## src/rtl/rv_fifo.sv

```systemverilog
// Single-clock first-word-fall-through FIFO with ready/valid on both sides.
// Occupancy and the full/empty flags come from two wrap-bit pointers.
module rv_fifo #(
    parameter  int DATA_WIDTH    = 16,
    parameter  int DATA_DEPTH    = 16,
    localparam int LB_DATA_DEPTH = $clog2(DATA_DEPTH)
) (
    input  logic                    clk,
    input  logic                    rst,
    input  logic [DATA_WIDTH-1:0]   data_in,
    input  logic                    valid_in,
    output logic                    ready_in,
    output logic [DATA_WIDTH-1:0]   data_out,
    output logic                    valid_out,
    input  logic                    ready_out,
    output logic [LB_DATA_DEPTH:0]  count,
    output logic                    empty,
    output logic                    full
);

    localparam logic [LB_DATA_DEPTH:0] PTR_ONE = {{LB_DATA_DEPTH{1'b0}}, 1'b1};

    logic [LB_DATA_DEPTH:0]  r_wr_ptr;
    logic [LB_DATA_DEPTH:0]  r_rd_ptr;
    logic [DATA_WIDTH-1:0]   r_mem [DATA_DEPTH];
    logic                    w_push;
    logic                    w_pop;

    // Equal low bits with differing wrap bits means the writer is a full lap ahead.
    assign empty     = (r_wr_ptr == r_rd_ptr);
    assign full      = (r_wr_ptr[LB_DATA_DEPTH] != r_rd_ptr[LB_DATA_DEPTH]) &&
                       (r_wr_ptr[LB_DATA_DEPTH-1:0] == r_rd_ptr[LB_DATA_DEPTH-1:0]);
    assign count     = r_wr_ptr - r_rd_ptr;
    assign ready_in  = !full;
    assign valid_out = !empty;

    assign w_push = valid_in  && ready_in;
    assign w_pop  = valid_out && ready_out;

    // NOTE: sequential state uses non-blocking assignments so every flop samples pre-edge values.
    always_ff @(posedge clk or negedge rst) begin
        if (!rst) begin
            r_wr_ptr <= '0;
            r_rd_ptr <= '0;
        end else begin
            if (w_push) begin
                r_wr_ptr <= r_wr_ptr + PTR_ONE;
            end
            if (w_pop) begin
                r_rd_ptr <= r_rd_ptr + PTR_ONE;
            end
        end
    end

    // NOTE: storage has no reset; contents are only meaningful behind valid_out, so clearing them buys nothing.
    always_ff @(posedge clk) begin
        if (w_push) begin
            r_mem[r_wr_ptr[LB_DATA_DEPTH-1:0]] <= data_in;
        end
    end

    assign data_out = r_mem[r_rd_ptr[LB_DATA_DEPTH-1:0]];

endmodule

```

## config.mk

```make
export PLATFORM = sky130hd
export DESIGN_NAME = rv_fifo
export DESIGN_NICKNAME = d
export VERILOG_FILES = /design/src/rtl/rv_fifo.sv
export SDC_FILE = /design/constraint.sdc
export NUM_CORES = 1
export LEC_CHECK = 0
export BUFFER_PORTS_ARGS = -buffer_cell sky130_fd_sc_hd__buf_2
export CELL_PAD_IN_SITES_DETAIL_PLACEMENT = 0
export CELL_PAD_IN_SITES_GLOBAL_PLACEMENT = 1
export CORE_MARGIN = 4
export CORE_UTILIZATION = 30
export CTS_CLUSTER_DIAMETER = 150
export DETAILED_ROUTE_END_ITERATION = 10
export PLACE_DENSITY_LB_ADDON = 0.1
export SLEW_MARGIN = 0
export SYNTH_ARGS = -nofsm -noshare
export SYNTH_HDL_FRONTEND = slang
export SYNTH_SLANG_ARGS = --single-unit
```

## constraint.sdc

```tcl
create_clock -name clk -period 4.45 [get_ports clk]
set_clock_uncertainty 0.1 [all_clocks]
set_input_delay 0.2225 -clock clk [delete_from_list [all_inputs] [get_ports clk]]
set_output_delay 0.2225 -clock clk [all_outputs]
set_load 0.005 [all_outputs]
```

==> impl_metrics.json, run 1 <==
{
  "ios": 45,
  "antenna_found_initial": 0,
  "clk_latency_ps": 550,
  "path_clk_slew_ps": 60,
  "finalMaxSlewViolations": 0,
  "syn_area_um2": 10600,
  "grt_first_pass_wirelength_um": 37900,
  "worstMarginPinSlew_ps": 912,
  "ys_seq_elements": 266,
  "avgSynthCellArea_um2": 20.6,
  "slew_headroom_pct": 39.2,
  "crit_fanout": 32,
  "cp_num_buf_inv": 2,
  "fin_nets": 641,
  "end_kind": "output pin",
  "rr_worst_depth": 6,
  "worst_hold_path_type": "primary input to flip-flop",
  "htree_levels": 1,
  "overflow": 0,
  "cts_buffer_depth": 3,
  "critPathSlowestCell": "dfrtp_4",
  "hold_viol_final": 0,
  "cts_tree": "yes",
  "slowest_delay_ps": 700,
  "tns_ps": 0,
  "grt_pass1_vias": 5579,
  "via_per_inst": 4.77,
  "p_per_area_nw_per_um2": 658,
  "synth_ff_type": "edfxtp_1",
  "postRouteAntennaNets": 0,
  "max_cap_viol_count": 0,
  "syn_inst": 514,
  "cts-root-buf": "clkbuf_16",
  "ys_async_sr_fraction_pct": 3.76,
  "dr.pass1.iters": 4,
  "gp_congestion": 0.695,
  "synth_top_area_share_pct": 72.8,
  "synth_cell_type_count": 38,
  "synth_area_leader_cell": "edfxtp_1",
  "grt_max_degree": 41,
  "numPortBuffers": 44,
  "peakVddDrop_mv": 0.268,
  "arrival_ps": 2990,
  "final-setup-viol-count": 0,
  "rsz0062_at_grt": "no",
  "yosys_warnings": 0,
  "period_needed_ps": 3320,
  "drive_above_1_share_pct": 26.8,
  "post_cts_buffers": 0,
  "drc": 0,
  "die_x_um": 196,
  "synth_nets": 544,
  "post-route-util_pct": 36.5,
  "routed-via-count": 5191,
  "cp-start-kind": "flip-flop",
  "grt_use_total_pct": 13.3,
  "crit_required_ps": 4130,
  "crit_cells": 5,
  "synth_edf_count": 256,
  "clock.fmax_ghz": 0.302,
  "clock_sinks": 266,
  "synth_area_leaders": "edfxtp_1 73%, mux4_2 8.5%, mux2i_1 4.5%",
  "rows": 68,
  "leakagePower_uw": 0.00427,
  "whs_path_depth": 4,
  "cts_inserted_buffers": 30,
  "path_cells": "buf_4 > mux4_2 > a32oi_1 > o21ai_1 > buf_2",
  "die_y_um": 196,
  "initial_core_util_pct": 30.5,
  "status": "completed",
  "worstSetupPathType": "flip-flop to output pin",
  "crit_family": "buffers and inverters",
  "routed_wl_um": 25600,
  "core_area_um2": 34600,
  "synth.most_common_cell": "edfxtp_1",
  "dpl.hpwl_um": 16100,
  "floorplan.die_area_um2": 38300,
  "yosys-top-cells-count": "256 x edfxtp_1, 48 x mux2i_1, 40 x mux4_2, 17 x o21ai_1",
  "drt_iter0_drc": 252,
  "synthToLayoutAreaGrowth_pct": 19.7,
  "finalCritPeriodShare_pct": 74.5,
  "synth-seq-area-share_pct": 75.1,
  "wl_per_cell_um": 23.5,
  "diodes": 0
}
==> where the power goes <==
group	internal (uW)	total [uW]	leakage [uW]	switching [uW]
registers	3040	3230	0.00243	192
logic	1120	2560	0.00134	1440
clock network	1550	2530	0.000497	980
==> cell families (layout without fill, tap and decap cells) <==
kind of cell | after synthesis | in the layout | synth area share [%]
AOI/OAI and AO/OA | 57 | 57 | 3.74
xor gates and xnor gates | 12 | 12 | 1.07
adders and majority gates | 10 | 10 | 1.26
buffers and inverters | 40 | 160 | 2.01
DFF | 266 | 266 | 75.1
muxes | 96 | 96 | 15.1
and+or+nand+nor | 33 | 33 | 1.73
==> layer usage <==
| layer | track usage [%] | vias to the layer above | routed length [um] |
|---|---|---|---|
| li1 | - | 2332 | - |
| met1 | 17.8 | 2747 | 11500 |
| met2 | 23.2 | 83 | 12900 |
| met3 | 2.03 | 29 | 857 |
| met4 | 2.84 | 0 | 411 |
| met5 | 0 | - | 0 |
==> area by class of cell <==
type	count	area, um^2
Clock inverter	20	228
Inverter	14	52.6
Clock buffer	35	791
Timing Repair Buffer	91	618
Tap cell	455	569
Multi-Input combinational cell	208	2450
Fill cell	3209	22000
Sequential cell	266	7950
==> path summary, 6_finish.rpt <==
check,endpoint,slack [ps],start
min,r_rd_ptr[1],60,ready_out
min reg2reg,r_rd_ptr[4],440,r_rd_ptr[4]
max reg2reg,r_mem[14][12],1360,r_rd_ptr[3]
max,data_out[4],1130,r_rd_ptr[0]
max in group asynchronous,r_rd_ptr[1],3230,rst
min in group asynchronous,r_wr_ptr[0],620,rst
==> what timing repair did <==
| action | in CTS | in global routing |
|---|---|---|
| setup endpoints to repair | 0 | 0 |
| hold buffers | 18 | 0 |
| hold endpoints to repair | 262 | 0 |
| resized for setup | 0 | 0 |
==> worst min-delay path, cell delays in order <==
cell and delay, ps:
buf_2 100, a21boi_1 180, nand2_1 90, o21ai_0 70
==> cells in the final DEF, fill, tap and decap left out, types with 3 or more instances in the layout <==
master,instances
nor2_2,3
o21ai_1,17
buf_4,29
bufinv_16,5
clkinv_1,5
buf_2,44
nand2_1,5
nor4_2,4
dfrtp_1,8
clkbuf_1,4
xnor2_1,9
clkbuf_16,31
inv_1,13
a32oi_1,16
edfxtp_1,256
nand4_1,4
a22oi_1,16
and2_1,4
clkinv_2,7
mux4_2,40
and3_1,4
ha_1,9
dlygate4sd3_1,18
mux4_1,8
mux2i_1,48
==> state kept, by name, indices dropped and copies added, names as in the netlist <==
name and count:
r_rd_ptr 5, r_wr_ptr 5, r_mem 256
==> metrics by stage <==
stage / cells / setup WS (ps) / hold WS (ps) / area, um^2 / power [uW]
after global placement: 1016 / 1380 / 11.3 / 11500 / 5940
after detailed placement: 1016 / 1290 / 13.1 / 11500 / 5940
after floorplan: 514 / 839 / -173 / 10600 / 4910
after global routing: 1089 / 856 / 61.4 / 12700 / 8800
after CTS: 1089 / 959 / 30.5 / 12700 / 8520
final: 1089 / 1130 / 57.0 / 12700 / 8320
Note: power is estimated with default switching activity, not from simulation.
==> inputs of run 2 (changes only) <==
==> constraint.sdc (replaced) <==
create_clock -name clk -period 2.8 [get_ports clk]
set_clock_uncertainty 0.1 [all_clocks]
set_input_delay 0.14 -clock clk [delete_from_list [all_inputs] [get_ports clk]]
set_output_delay 0.14 -clock clk [all_outputs]
set_load 0.005 [all_outputs]
==> impl_metrics.json, run 2 (same netlist as run 1, synthesis figures left out) <==
{
  "die_y_um": 196,
  "arrival_ps": 2420,
  "slew_headroom_pct": 57.0,
  "max_cap_viol_count": 0,
  "routed_wl_um": 26500,
  "antenna_found_initial": 0,
  "floorplan.die_area_um2": 38300,
  "cts_buffer_depth": 3,
  "grt_pass1_vias": 5772,
  "finalMaxSlewViolations": 0,
  "final_common_cell": "edfxtp_1",
  "p_per_area_nw_per_um2": 1030,
  "peakVddDrop_mv": 0.998,
  "cts_tree": "yes",
  "drc": 0,
  "ios": 45,
  "overflow": 0,
  "routed-via-count": 5313,
  "wl_per_cell_um": 24.2,
  "path_cells": "buf_12 > mux4_2 > a32oi_1 > o21ai_1 > buf_2",
  "final_cell_mix": "256 x edfxtp_1, 48 x mux2i_1, 44 x buf_2",
  "postRouteAntennaNets": 0,
  "leakagePower_uw": 0.00429,
  "cts-root-buf": "clkbuf_16",
  "largest_register_ffs": 256,
  "tns_ps": 0,
  "dr.pass1.iters": 6,
  "htree_levels": 1,
  "post-route-util_pct": 36.7,
  "post-place-cells": 1021,
  "cts_inserted_buffers": 30,
  "drt_iter0_drc": 371,
  "rsz0062_at_grt": "yes",
  "core_area_um2": 34600,
  "crit_required_ps": 2560,
  "hold_viol_final": 0,
  "end_kind": "output pin",
  "initial_core_util_pct": 30.5,
  "grt_first_pass_wirelength_um": 39400,
  "drive_above_1_share_pct": 26.3,
  "period_needed_ps": 2660,
  "synthToLayoutAreaGrowth_pct": 20.4,
  "finalCritPeriodShare_pct": 95.1,
  "worst_hold_path_type": "primary input to flip-flop",
  "path_clk_slew_ps": 60,
  "cp-start-kind": "flip-flop",
  "critPathSlowestCell": "mux4_2",
  "clock.fmax_ghz": 0.376,
  "final-setup-viol-count": 0,
  "crit_fanout": 82,
  "dpl.hpwl_um": 15500,
  "slowest_delay_ps": 460,
  "die_x_um": 196,
  "grt_max_degree": 83,
  "cp_num_buf_inv": 2,
  "crit_family": "buffers and inverters",
  "numPortBuffers": 44,
  "grt_use_total_pct": 13.9,
  "fin_nets": 649,
  "gp_congestion": 0.712,
  "instances_no_fill": 1095,
  "status": "completed",
  "worstSetupPathType": "flip-flop to output pin",
  "clock_sinks": 266,
  "clk_latency_ps": 540,
  "rows": 68,
  "worstMarginPinSlew_ps": 645,
  "rrSetupSlack_ps": 390,
  "layout_setup_ws_ps": 138,
  "via_per_inst": 4.85,
  "post_cts_buffers": 0,
  "pre_cts_slack_ps": 397,
  "diodes": 0
}
-- run 2: per-stage QoR --
stage	cell area, um^2	hold WS, ps	power [uW]
after floorplan	10600	-256	7820
after global placement	11600	-63.7	9550
after detailed placement	11600	-62.1	9560
after CTS	12700	415	13400
after global routing	12700	428	13900
final	12700	434	13200
-- run 2: layer usage --
metal / share of wire [%] / global-route usage [%] / up-vias
li1: - / - / 2346
met1: 44 / 18.9 / 2822
met2: 49 / 23.3 / 112
met3: 4.7 / 2.34 / 33
met4: 1.9 / 3.47 / 0
met5: 0 / 0 / -
-- run 2: what timing repair did --
action                                 CTS  global route
setup endpoints to repair               16            12
hold buffers                            20             0
endpoints found under the hold margin  273             0
gates cloned                             1             0
gates resized for setup                  1             4
-- run 2: final timing paths --
kind / cells after the start / to / startpoint
min: 2 / r_mem[1][2] / data_in[2]
max reg2reg: 7 / r_mem[5][5] / r_rd_ptr[1]
max in group asynchronous: 3 / r_rd_ptr[1] / rst
min reg2reg: 1 / r_wr_ptr[4] / r_wr_ptr[4]
max: 5 / data_out[5] / r_rd_ptr[1]
min in group asynchronous: 3 / r_rd_ptr[0] / rst
-- run 2: cell type report --
class | count | area (um^2)
Fill cell | 3220 | 21900
Sequential cell | 266 | 7950
Multi-Input combinational cell | 208 | 2490
Clock buffer | 38 | 802
Timing Repair Buffer | 99 | 752
Tap cell | 455 | 569
Clock inverter | 15 | 113
Inverter | 14 | 52.6
-- run 2: worst reg2reg max path: stages (launching register included) --
cell and delay, ps:
dfrtp_4 480, inv_1 120, ha_1 280, nand4_1 140, o21ai_1 130, nor3b_1 360
and2_1 190, buf_4 280
-- run 2: report_power, final --
| part | leakage [uW] | switching [uW] | total (uW) | internal, uW |
|---|---|---|---|---|
| logic | 0.00142 | 2580 | 4520 | 1940 |
| clock network | 0.000446 | 1470 | 3650 | 2180 |
| registers | 0.00243 | 155 | 4990 | 4830 |
| total | 0.00429 | 4210 | 13200 | 8950 |
==> inputs of run 3 (changes only) <==
--- a/config.mk
+++ b/config.mk
@@ -5,6 +5,7 @@
 export SDC_FILE = /design/constraint.sdc
 export NUM_CORES = 1
 export LEC_CHECK = 0
+export ABC_AREA = 1
 export BUFFER_PORTS_ARGS = -buffer_cell sky130_fd_sc_hd__buf_2
 export CELL_PAD_IN_SITES_DETAIL_PLACEMENT = 0
 export CELL_PAD_IN_SITES_GLOBAL_PLACEMENT = 1
==> impl_metrics.json, run 3 <==
{
  "grt_first_pass_wirelength_um": 51700,
  "whs_path_depth": 2,
  "grt_use_total_pct": 15.8,
  "grtUsageMet2_pct": 26.0,
  "hold_viol_final": 0,
  "status": "completed",
  "diodes": 0,
  "hold_slack_ps": 424,
  "drive_above_1_share_pct": 11.8,
  "final_common_cell": "nand2_1",
  "pre_cts_slack_ps": 374,
  "antenna_found_initial": 0,
  "die_x_um": 207,
  "synth_top_area_share_pct": 64.6,
  "gp_congestion": 0.749,
  "drc": 0,
  "core_area_um2": 38900,
  "rr_worst_depth": 10,
  "grt_max_degree": 68,
  "final_cell_mix": "420 x nand2_1, 256 x edfxtp_1, 249 x inv_1",
  "synthToLayoutAreaGrowth_pct": 20.3,
  "rrSetupSlack_ps": 340,
  "fin_nets": 1327,
  "final-setup-viol-count": 0,
  "dpl.hpwl_um": 19600,
  "rows": 72,
  "grt_pass1_vias": 8274,
  "yosys_warnings": 0,
  "ys_seq_elements": 266,
  "crit_required_ps": 2560,
  "routed_wl_um": 34000,
  "ios": 45,
  "die_y_um": 207,
  "post-place-cells": 1756,
  "synth_ff_type": "edfxtp_1",
  "synth_nets": 1232,
  "p_per_area_nw_per_um2": 1000,
  "syn_inst": 1202,
  "syn_area_um2": 11900,
  "rr_startpoint": "r_rd_ptr[2]",
  "end_kind": "output pin",
  "largest_register_ffs": 256,
  "use_met1_pct": 21.9,
  "regArea_um2": 7940,
  "arrival_ps": 2400,
  "grt.busiest_layer": "met2",
  "leakagePower_uw": 0.00636,
  "met3_usage_pct": 2.92,
  "numPortBuffers": 44,
  "path_clk_slew_ps": 50,
  "final_area_um2": 14300,
  "synth_area_leader_cell": "edfxtp_1",
  "via_per_inst": 4.28,
  "multi_input_area_um2": 2800,
  "post-route-util_pct": 36.8,
  "initial_core_util_pct": 30.6,
  "yosys-top-cells-count": "421 x nand2_1, 256 x edfxtp_1, 250 x inv_1, 165 x nand3_1, 34 x buf_2",
  "fill_cells": 3986,
  "drt_iter0_drc": 423,
  "worstSetupPathType": "flip-flop to output pin",
  "dr.pass1.iters": 4,
  "overflow": 0,
  "rsz0062_at_grt": "no",
  "cts_tree": "yes",
  "max_cap_viol_count": 0,
  "clk_latency_ps": 510,
  "cts_inserted_buffers": 34,
  "floorplan.die_area_um2": 42900,
  "htree_levels": 2,
  "instances_no_fill": 1837,
  "hold_start": "r_rd_ptr[3]",
  "worstMarginPinSlew_ps": 744,
  "layout_setup_ws_ps": 160,
  "finalMaxSlewViolations": 0,
  "finalCritPeriodShare_pct": 94.3,
  "worst_hold_path_type": "flip-flop to flip-flop",
  "crit_fanout": 52,
  "clock_sinks": 266,
  "ys_async_sr_fraction_pct": 3.76,
  "synth_cell_type_count": 20,
  "synth_edf_count": 256,
  "cts_buffer_depth": 3,
  "wl_per_cell_um": 18.5,
  "cp-start-kind": "flip-flop",
  "cts-root-buf": "clkbuf_16",
  "avgSynthCellArea_um2": 9.89,
  "clock.fmax_ghz": 0.379,
  "routed-via-count": 7855,
  "slew_headroom_pct": 50.4,
  "synth-seq-area-share_pct": 66.7,
  "regToRegEndpoint": "r_mem[12][7]",
  "place_area_um2": 12900,
  "min_to": "r_rd_ptr[3]",
  "synth.most_common_cell": "nand2_1",
  "period_needed_ps": 2640,
  "synth_area_leaders": "edfxtp_1 65%, nand2_1 13%, inv_1 7.9%",
  "postRouteAntennaNets": 0,
  "peakVddDrop_mv": 1.39
}
[run 3: cell count changes after synthesis, sizes merged, moves of 17 or more]
| cell | delta |
|---|---|
| nand2 | +417 |
| inv | +239 |
| nand3 | +163 |
| mux2i | -48 |
| mux4 | -48 |
| buf | +29 |
| o21ai | -17 |
[run 3: critical path, cell delays in order (launching register included)]
cell,delay [ps]
dfrtp_4,520
buf_16,230
inv_8,160
buf_16,190
nand2_1,70
nand3_1,70
nand2_1,80
nand2_1,80
nand2_1,50
inv_1,130
nand2_2,100
buf_2,140
[run 3: routing by layer]
layer	wire length [um]	vias up
met4	460	0
li1	-	3977
met3	1310	34
met5	0	-
met1	16300	3725
met2	15900	119
[run 3: what timing repair did]
item | in CTS | in global routing
hold buffers | 20 | 0
setup endpoints to repair | 13 | 8
hold endpoints to repair | 276 | 0
gates cloned | 1 | 2
setup buffers | 0 | 0
gates resized for setup | 8 | 4
[run 3: worst max path at each step]
| stage | startpoint | end | slack (ps) | cells after the start |
|---|---|---|---|---|
| 2_1_floorplan | r_rd_ptr[2] | r_mem[0][0] | -70 | 10 |
| 3_3_place_gp | r_wr_ptr[2] | r_mem[12][1] | 410 | 9 |
| 3_5_place_dp | r_wr_ptr[2] | r_mem[12][1] | 370 | 9 |
| 4_1_cts | r_rd_ptr[0] | data_out[11] | 20 | 11 |
| 5_1_grt | r_rd_ptr[0] | data_out[11] | 5 | 11 |
| 6_report | r_rd_ptr[0] | data_out[11] | 160 | 11 |
[run 3: logic make-up after synthesis]
family,Yosys count,share of synthesized area (%)
buffers and inverters,304,10.1
and+or+nand+nor,605,20.9
xor gates and xnor gates,13,0.957
AOI/OAI and AO/OA,4,0.168
DFF,266,66.7
adders and majority gates,10,1.12
[run 3: power by group]
part / internal, uW / switching (uW)
sequential: 4790 / 157
clock: 2470 / 1620
combinational: 1750 / 3540
[run 3: per-stage QoR]
step           power (uW)  setup TNS (ps)
6_report            14300               0
5_1_grt             15400               0
4_1_cts             14500               0
3_5_place_dp        10100               0
3_3_place_gp        10200               0
2_1_floorplan        8070          -15680
[run 3: area by class of cell]
type / instances / area share, %
tap: 518 / 4.53
inverter: 255 / 6.75
clock buffer: 52 / 7.07
timing repair buffer: 108 / 6.43
sequential: 266 / 55.5
multi-input combinational: 632 / 19.5
clock inverter: 6 / 0.175
